===== config.mk =====
export PLATFORM = sky130hd
export DESIGN_NAME = alu_8_sched
export DESIGN_NICKNAME = d
export VERILOG_FILES = /design/src/rtl/alu_sched_pkg.sv /design/src/rtl/alu_8.sv /design/src/rtl/alu_8_sched_rr_arbiter.sv /design/src/rtl/alu_8_sched.sv
export SDC_FILE = /design/constraint.sdc
export NUM_CORES = 1
export LEC_CHECK = 0
export BUFFER_PORTS_ARGS = -buffer_cell sky130_fd_sc_hd__buf_2
export CORE_MARGIN = 3
export CORE_UTILIZATION = 30
export CTS_CLUSTER_SIZE = 10
export DETAILED_ROUTE_END_ITERATION = 8
export GPL_TIMING_DRIVEN = 0
export PLACE_DENSITY = 0.51
export SYNTH_ARGS = -nofsm -noshare
export SYNTH_HDL_FRONTEND = slang
export SYNTH_HIERARCHICAL = 1
export SYNTH_SLANG_ARGS = --single-unit

===== constraint.sdc =====
create_clock -name Clk -period 2.3 [get_ports Clk]
set_clock_uncertainty 0.15 [all_clocks]
set_input_delay 0.345 -clock Clk [delete_from_list [all_inputs] [get_ports Clk]]
set_output_delay 0.345 -clock Clk [all_outputs]
set_load 0.01 [all_outputs]

===== src/rtl/alu_sched_pkg.sv =====
// alu_sched_pkg: FSM states, ALU widths and opcodes shared by the scheduler and ALU
package alu_sched_pkg;
  localparam int DW = 8;
  localparam int OPW = 4;
  typedef enum logic [1:0] {S_IDLE = 2'd0, S_EXEC = 2'd1, S_RESP = 2'd2} state_t;
  localparam logic [OPW-1:0] OP_ADD = 4'd0;
  localparam logic [OPW-1:0] OP_SUB = 4'd1;
  localparam logic [OPW-1:0] OP_AND = 4'd2;
  localparam logic [OPW-1:0] OP_OR  = 4'd3;
  localparam logic [OPW-1:0] OP_XOR = 4'd4;
endpackage


===== src/rtl/alu_8.sv =====
// ALU_8: 8-bit combinational ALU with zero/negative/signed-overflow flags
module ALU_8
  import alu_sched_pkg::*;
(
  input  logic [DW-1:0]  a,
  input  logic [DW-1:0]  b,
  input  logic [OPW-1:0] op,
  output logic [DW-1:0]  result,
  output logic           zero,
  output logic           negative,
  output logic           overflow
);
  // unknown opcodes pass operand A through and never flag overflow
  always_comb begin
    result   = op == OP_ADD ? a + b : op == OP_SUB ? a - b : op == OP_AND ? a & b :
               op == OP_OR ? a | b : op == OP_XOR ? a ^ b : a;
    overflow = op == OP_ADD ? (a[DW-1] == b[DW-1]) && (result[DW-1] != a[DW-1]) :
               op == OP_SUB ? (a[DW-1] != b[DW-1]) && (result[DW-1] != a[DW-1]) : 1'b0;
    zero     = result == '0;
    negative = result[DW-1];
  end
endmodule


===== src/rtl/alu_8_sched_rr_arbiter.sv =====
// rr_arbiter: combinational round-robin pick, first valid at or after ptr with wrap
module rr_arbiter #(
  parameter int N  = 4,
  parameter int IW = $clog2(N)
) (
  input  logic [N-1:0]  valid,
  input  logic [IW-1:0] ptr,
  output logic [N-1:0]  gnt,
  output logic [IW-1:0] idx,
  output logic          any
);
  logic [IW-1:0] j;
  // scan offsets from farthest to nearest so the nearest valid requester wins
  always_comb begin
    idx = '0;
    j = '0;
    for (int k = N - 1; k >= 0; k--) begin
      j = IW'((int'(ptr) + k) % N);
      if (valid[j]) idx = j;
    end
    any = |valid;
    gnt = any ? N'(1) << idx : '0;
  end
endmodule


===== src/rtl/alu_8_sched.sv =====
// alu_8_sched: round-robin sharing of one ALU_8 among NUM_REQ requesters; ALU_SCHED_OVF_TRAP_EN adds sticky OvfTrap/TrapClear
module alu_8_sched
  import alu_sched_pkg::*;
#(
  parameter int NUM_REQ = 4
) (
  input  logic                   Clk,
  input  logic                   Reset,
  input  logic [NUM_REQ-1:0]     ReqValid,
  output logic [NUM_REQ-1:0]     ReqReady,
  input  logic [NUM_REQ*DW-1:0]  ReqA,
  input  logic [NUM_REQ*DW-1:0]  ReqB,
  input  logic [NUM_REQ*OPW-1:0] ReqAluOp,
  output logic [NUM_REQ-1:0]     RspValid,
  input  logic [NUM_REQ-1:0]     RspReady,
  output logic [DW-1:0]          RspResult,
  output logic                   RspZero,
  output logic                   RspNegative,
  output logic                   RspOverflow
`ifdef ALU_SCHED_OVF_TRAP_EN
  ,
  output logic                   OvfTrap,
  input  logic                   TrapClear
`endif
);
  localparam int IW = $clog2(NUM_REQ);
  state_t state;
  logic [IW-1:0] ptr, gnt_id, win_id;
  logic [NUM_REQ-1:0] win;
  logic any;
  logic [DW-1:0] a_arr [NUM_REQ];
  logic [DW-1:0] b_arr [NUM_REQ];
  logic [OPW-1:0] op_arr [NUM_REQ];
  logic [DW-1:0] a_q, b_q, alu_res;
  logic [OPW-1:0] op_q;
  logic alu_z, alu_n, alu_v;
  for (genvar i = 0; i < NUM_REQ; i++) begin : g_unpack
    assign a_arr[i]  = ReqA[DW*i +: DW];
    assign b_arr[i]  = ReqB[DW*i +: DW];
    assign op_arr[i] = ReqAluOp[OPW*i +: OPW];
  end
  rr_arbiter #(.N(NUM_REQ)) u_arb (
    .valid(ReqValid),
    .ptr  (ptr),
    .gnt  (win),
    .idx  (win_id),
    .any  (any)
  );
  ALU_8 u_alu (
    .a       (a_q),
    .b       (b_q),
    .op      (op_q),
    .result  (alu_res),
    .zero    (alu_z),
    .negative(alu_n),
    .overflow(alu_v)
  );
  assign ReqReady = state == S_IDLE ? win : '0;
  assign RspValid = state == S_RESP ? NUM_REQ'(1) << gnt_id : '0;
  // accept -> execute -> respond; ptr advances only when the winner takes its response
  always_ff @(posedge Clk) begin
    if (Reset) begin
      state       <= S_IDLE;
      ptr         <= '0;
      gnt_id      <= '0;
      a_q         <= '0;
      b_q         <= '0;
      op_q        <= '0;
      RspResult   <= '0;
      RspZero     <= 1'b0;
      RspNegative <= 1'b0;
      RspOverflow <= 1'b0;
    end else begin
      case (state)
        S_IDLE: if (any) begin
          a_q    <= a_arr[win_id];
          b_q    <= b_arr[win_id];
          op_q   <= op_arr[win_id];
          gnt_id <= win_id;
          state  <= S_EXEC;
        end
        S_EXEC: begin
          RspResult   <= alu_res;
          RspZero     <= alu_z;
          RspNegative <= alu_n;
          RspOverflow <= alu_v;
          state       <= S_RESP;
        end
        S_RESP: if (RspReady[gnt_id]) begin
          ptr   <= gnt_id == IW'(NUM_REQ - 1) ? '0 : gnt_id + 1'b1;
          state <= S_IDLE;
        end
        default: state <= S_IDLE;
      endcase
    end
  end
`ifdef ALU_SCHED_OVF_TRAP_EN
  // sticky overflow trap; a set in the same cycle beats TrapClear
  always_ff @(posedge Clk) begin
    if (Reset) OvfTrap <= 1'b0;
    else if (state == S_EXEC && alu_v) OvfTrap <= 1'b1;
    else if (TrapClear) OvfTrap <= 1'b0;
  end
`endif
endmodule


==> reports/metrics.yaml, run 1 <==
synthFlopType: "dfxtp_1"
tightestPinTransition_ns: 0.513
critPathKind: "reg -> reg"
p_leak_nw: 2.14
synth.distinct_cells: 76
async_flop_share: 0
ctsHoldBuffers: 0
insertion_delay_ns: 0.28
drt_first_pass_iters: 4
grtUsageTotal: 0.165
grt_pass1_vias: 3567
grt_pass1_wl_um: 17600
rows: 38
hp-class: "reg -> reg"
drt-initial-drc-count: 188
drc_errors: 0
io_buffers: 106
met1_length_um: 4990
power.total_mw: 3.20
drive_above_1_share: 0.486
layout_setup_ws_ns: -0.178
path_max_fanout: 10
arrival_ns: 2.48
clkSinkCount: 37
max_stage_delay_ns: 0.44
whs_ns: 0.303
cp_slowest_cell: "dfxtp_1"
required_ns: 2.30
r2r_start: "op_q[3]$_SDFFE_PP0P_"
ys_seq_elements: 37
cts_buffers: 5
fin_crit_sh: 1.08
die_h_um: 114
worstPathCellList: "or2_1, clkbuf_1, a31oi_1, a211oi_1, o22a_1, nor2_1, and4bb_1, nand2_2, a21oi_2"
rsz0062_at_grt: "true"
route.vias.total: 3541
die_w_um: 114
fp.dieArea_um2: 13000
syn-cell-area_um2: 3490
viasPerCell: 5.20
fill_cells: 1105
fmax_ghz: 0.404
cp_num_buf_inv: 1
status: "finished with violations"
cp-startpoint: "op_q[3]$_SDFFE_PP0P_"
synth.most_common_cell: "nand2_1"
diodes: 0
grt_remaining_overflow: 0
synth_top_cells_by_count: "nand2_1 (41), dfxtp_1 (37), a21oi_1 (35)"
drv_slew: 0
setup_viol: 4
antenna_found_initial: 0
drv_cap: 0
wl_met3_um: 646
synth-edff-count: 0
wl_per_cell_um: 15.8
highest_layer: "met4"
violations: "setup timing"
synth_top_area_cell: "dfxtp_1"
start_util: 0.314
peakVddDrop_uv: 309
seq_area_frac_synth: 0.212
clockRootBuffer: "clkbuf_16"
syn_area_per_cell_um2: 8.84
synth_fp_nets: 514
ios: 109
slew_headroom: 0.658
min-delay-start: "RspResult[5]$_SDFFE_PP0N_"
area_growth_pct: 40.7
yosysWarnings: 6
wl_um: 10800
end_kind: "register"
place_worst_setup_slack_ns: -0.381
multiInputGateArea_um2: 2680
synth.top_cell.area_share: 0.212
hpwlAfterDp_um: 8250
synth_area_leaders: "dfxtp_1 (21%), mux4_2 (13%), ha_1 (9.7%)"
crit_family: "compound AO/OA/AOI/OAI gates"
nets: 659
finalCriticalPeriod_ns: 2.48
grt_max_degree: 12
core_um2: 11100
gp_congestion: 0.869
ff_latch_area_um2: 774
path_clk_slew_ns: 0.06
power_density_nw_per_um2: 651
cts_tree: "yes"
critPathLaunchType: "register"
max-clock-path-buffers: 2
hold_viol: 0
h-tree-depth: 2
syn_inst: 395
antenna_left: 0
wl_met2_um: 4900
[cell families after synthesis]
family                     after synthesis  synth area share
muxes                                   30             0.163
xor gates and xnor gates                 7            0.0176
buffers and inverters                   55            0.0781
adders and majority gates               29             0.108
and+or+nand+nor                        121             0.182
DFF                                     37             0.212
AOI/OAI and AO/OA                      116             0.239
[placed cells by master, fill, tap and decap left out, types with 7 or more instances in the layout]
cell type	Yosys	layout
inv_1	24	11
nand2_1	41	40
ha_4	0	8
o21ai_0	11	9
a22o_1	21	21
buf_2	11	116
mux2i_1	7	7
buf_4	3	32
clkbuf_16	0	7
and2_1	8	8
inv_2	3	12
mux4_2	20	20
dfxtp_2	0	9
a21oi_2	1	7
dfxtp_1	37	22
ha_1	27	17
nor2_1	28	26
a21oi_1	35	29
[metal layers]
metal,GRT usage,up-vias
met5,0,-
met4,0.0499,0
met3,0.0244,13
met2,0.263,118
met1,0.232,1662
li1,-,1748
[layout make-up]
class / count / share of cell area
multi-input cells: 303 / 0.546
repair buffers: 140 / 0.169
flip-flops and latches: 37 / 0.158
plain buffers: 26 / 0.0405
well taps: 140 / 0.0356
clock buffers: 6 / 0.0262
inverters: 27 / 0.0227
clock inverters: 2 / 0.00204
[worst register-to-register path, cell delays in order, from the launching register on]
cell and delay, ns:
dfxtp_1 0.44, or2_1 0.17, clkbuf_1 0.39, a31oi_1 0.14, a211oi_1 0.41, o22a_1 0.26, nor2_1 0.06, and4bb_1 0.22
nand2_2 0.07, a21oi_2 0.05
[per-stage QoR]
stage	TNS, ns	cells	utilization	area (µm²)
2_1_floorplan	0	395	-	3590
3_3_place_gp	-2.18	641	0.386	4300
3_5_place_dp	-2.78	641	0.386	4300
4_1_cts	-0.333	674	0.428	4760
5_1_grt	-0.899	681	0.442	4910
6_report	-0.311	681	0.442	4910
[what timing repair did]
action,in CTS,in global routing
pin swaps,32,16
gates resized for setup,48,23
gates cloned,0,2
buffers inserted,26,6
hold endpoints to repair,0,0
setup endpoints to repair,24,27
[worst paths after layout]
check	slack (ns)	cells after the start	end
hold / removal	0.30	2	RspResult[5]$_SDFFE_PP0N_
setup reg to reg	-0.18	9	RspZero$_SDFFE_PP0N_
hold reg to reg	0.30	2	RspResult[5]$_SDFFE_PP0N_
setup / recovery	-0.18	9	RspZero$_SDFFE_PP0N_
[where the power goes]
part	switching (mW)	internal [mW]	leakage [nW]
combinational	0.866	0.857	1.76
sequential	0.0905	0.731	0.311
clock	0.258	0.398	0.0706
total	1.21	1.99	2.14
[registers in the layout, indices dropped and copies added (netlist names)]
name,count
b_q,8
gnt_id,2
RspNegative,1
op_q,4
RspResult,8
RspOverflow,1
a_q,8
RspZero,1
ptr,2
state,2
(Power assumes the default switching activity.)
==> run 2, diff against run 1 <==
--- a/config.mk
+++ b/config.mk
@@ -8,6 +8,7 @@
 export BUFFER_PORTS_ARGS = -buffer_cell sky130_fd_sc_hd__buf_2
 export CORE_MARGIN = 3
 export CORE_UTILIZATION = 30
+export CTS_BUF_LIST = sky130_fd_sc_hd__clkbuf_4
 export CTS_CLUSTER_SIZE = 10
 export DETAILED_ROUTE_END_ITERATION = 8
 export GPL_TIMING_DRIVEN = 0
==> reports/metrics.yaml, run 2 (synthesis gave the netlist of run 1 again) <==
status: "finished with violations"
violations: "setup timing"
peakVddDrop_uv: 233
grt_max_degree: 12
place_inst: 641
ctsHoldBuffers: 0
worstRegToRegCells: 14
drv_cap: 0
nets: 666
antenna_found_initial: 1
ios: 109
grt_pass1_wl_um: 17700
cp_num_buf_inv: 3
arrival_ns: 2.61
crit_family: "adder cells"
hold_viol: 0
whs_ns: 0.266
wl_per_cell_um: 15.7
drt_first_pass_iters: 4
cp_slowest_cell: "dfxtp_4"
max-clock-path-buffers: 2
setup_viol: 4
r2r_start: "a_q[0]$_SDFFE_PP0P_"
start_util: 0.314
drv_slew: 0
r2r_slack_ns: -0.17
antenna_left: 0
die_h_um: 114
grt_remaining_overflow: 0
core_um2: 11100
min-delay-start: "ReqAluOp[3]"
grt_pass1_vias: 3566
hp-class: "in -> reg"
clkSinkCount: 37
worstPathCellList: "inv_4, ha_4, inv_2, fa_2, nand2b_1, a21oi_2, buf_4, xnor2_2, a21boi_1, o22a_1, nor2_1, and4bb_1, nand2_2, a21oi_2"
final_common_cell: "buf_2"
area_growth_pct: 41.1
layout_setup_ws_ns: -0.173
fin_crit_sh: 1.08
gp_congestion: 0.869
fill_cells: 1115
path_clk_slew_ns: 0.12
reg_top3: "RspResult x8, a_q x8, b_q x8"
insertion_delay_ns: 0.34
end_kind: "register"
critPathLaunchType: "register"
route.vias.total: 3543
tightestPinTransition_ns: 0.510
max_stage_delay_ns: 0.39
wl_um: 10800
drive_above_1_share: 0.505
hpwlAfterDp_um: 8250
slew_headroom: 0.660
regToRegEndpoint: "RspZero$_SDFFE_PP0N_"
cts_tree: "yes"
grtUsageTotal: 0.167
io_buffers: 106
fmax_ghz: 0.404
required_ns: 2.44
whs_endpoint: "op_q[3]$_SDFFE_PP0P_"
holdPathStages: 3
critPathKind: "reg -> reg"
die_w_um: 114
power_density_nw_per_um2: 603
h-tree-depth: 2
fp.dieArea_um2: 13000
drc_errors: 0
rows: 38
p_leak_nw: 2.15
cts_buffers: 5
clockRootBuffer: "clkbuf_4"
viasPerCell: 5.14
path_max_fanout: 3
rsz0062_at_grt: "true"
drt-initial-drc-count: 221
final_cells: 689
final_cell_mix: "buf_2 (115), buf_4 (41), nand2_1 (40)"
finalCriticalPeriod_ns: 2.47
cp-startpoint: "a_q[0]$_SDFFE_PP0P_"
cpMostUsedCell: "a21oi_2"
-- run 2: stage by stage --
step | setup WS, ns | power (mW) | cell area [µm²] | utilization | setup TNS, ns
detailed placement | -0.381 | 2.26 | 4300 | 0.386 | -2.78
CTS | -0.173 | 2.86 | 4700 | 0.423 | -0.323
global placement | -0.346 | 2.24 | 4300 | 0.386 | -2.18
floorplan | 0.00109 | 1.87 | 3590 | - | 0
finish | -0.173 | 2.97 | 4930 | 0.443 | -0.362
global route | -0.370 | 3.22 | 4930 | 0.443 | -1.25
-- run 2: worst max-delay path by stage --
stage          cells after the start              endpoint
2_1_floorplan                     12  RspZero$_SDFFE_PP0N_
3_3_place_gp                      12  RspZero$_SDFFE_PP0N_
3_5_place_dp                      12  RspZero$_SDFFE_PP0N_
4_1_cts                           12  RspZero$_SDFFE_PP0N_
5_1_grt                           13  RspZero$_SDFFE_PP0N_
6_report                          14  RspZero$_SDFFE_PP0N_
-- run 2: layout make-up --
class / instances / area, µm² / share of cell area
Tap cell: 140 / 175 / 0.0355
Inverter: 27 / 111 / 0.0226
Clock buffer: 6 / 45.0 / 0.00914
Buffer: 24 / 178 / 0.0360
Clock inverter: 2 / 10.0 / 0.00203
Sequential cell: 37 / 779 / 0.158
Multi-Input combinational cell: 303 / 2730 / 0.554
Timing Repair Buffer: 149 / 900 / 0.182
Antenna cell: 1 / 2.50 / 0.000508
-- run 2: power by group --
group          switching, mW  leakage [nW]  internal (mW)
sequential            0.0899         0.312          0.729
clock                  0.221        0.0354          0.128
combinational          0.887          1.80          0.918
total                   1.20          2.15           1.78
-- run 2: metal layers --
layer,GRT usage,vias to the layer above,routed length [µm]
met5,0,-,0
met2,0.268,118,5030
li1,-,1760,-
met1,0.235,1656,5040
met3,0.0255,9,606
met4,0.0428,0,160
-- run 2: timing repair --
item,CTS,global route
gates cloned,0,2
buffers inserted,28,13
pin swaps,29,31
gates resized for setup,49,36
setup endpoints to repair,26,27
-- run 2: worst min-delay path: stages --
cell and delay [ns]:
buf_2 0.07, mux4_2 0.21, a22o_1 0.11
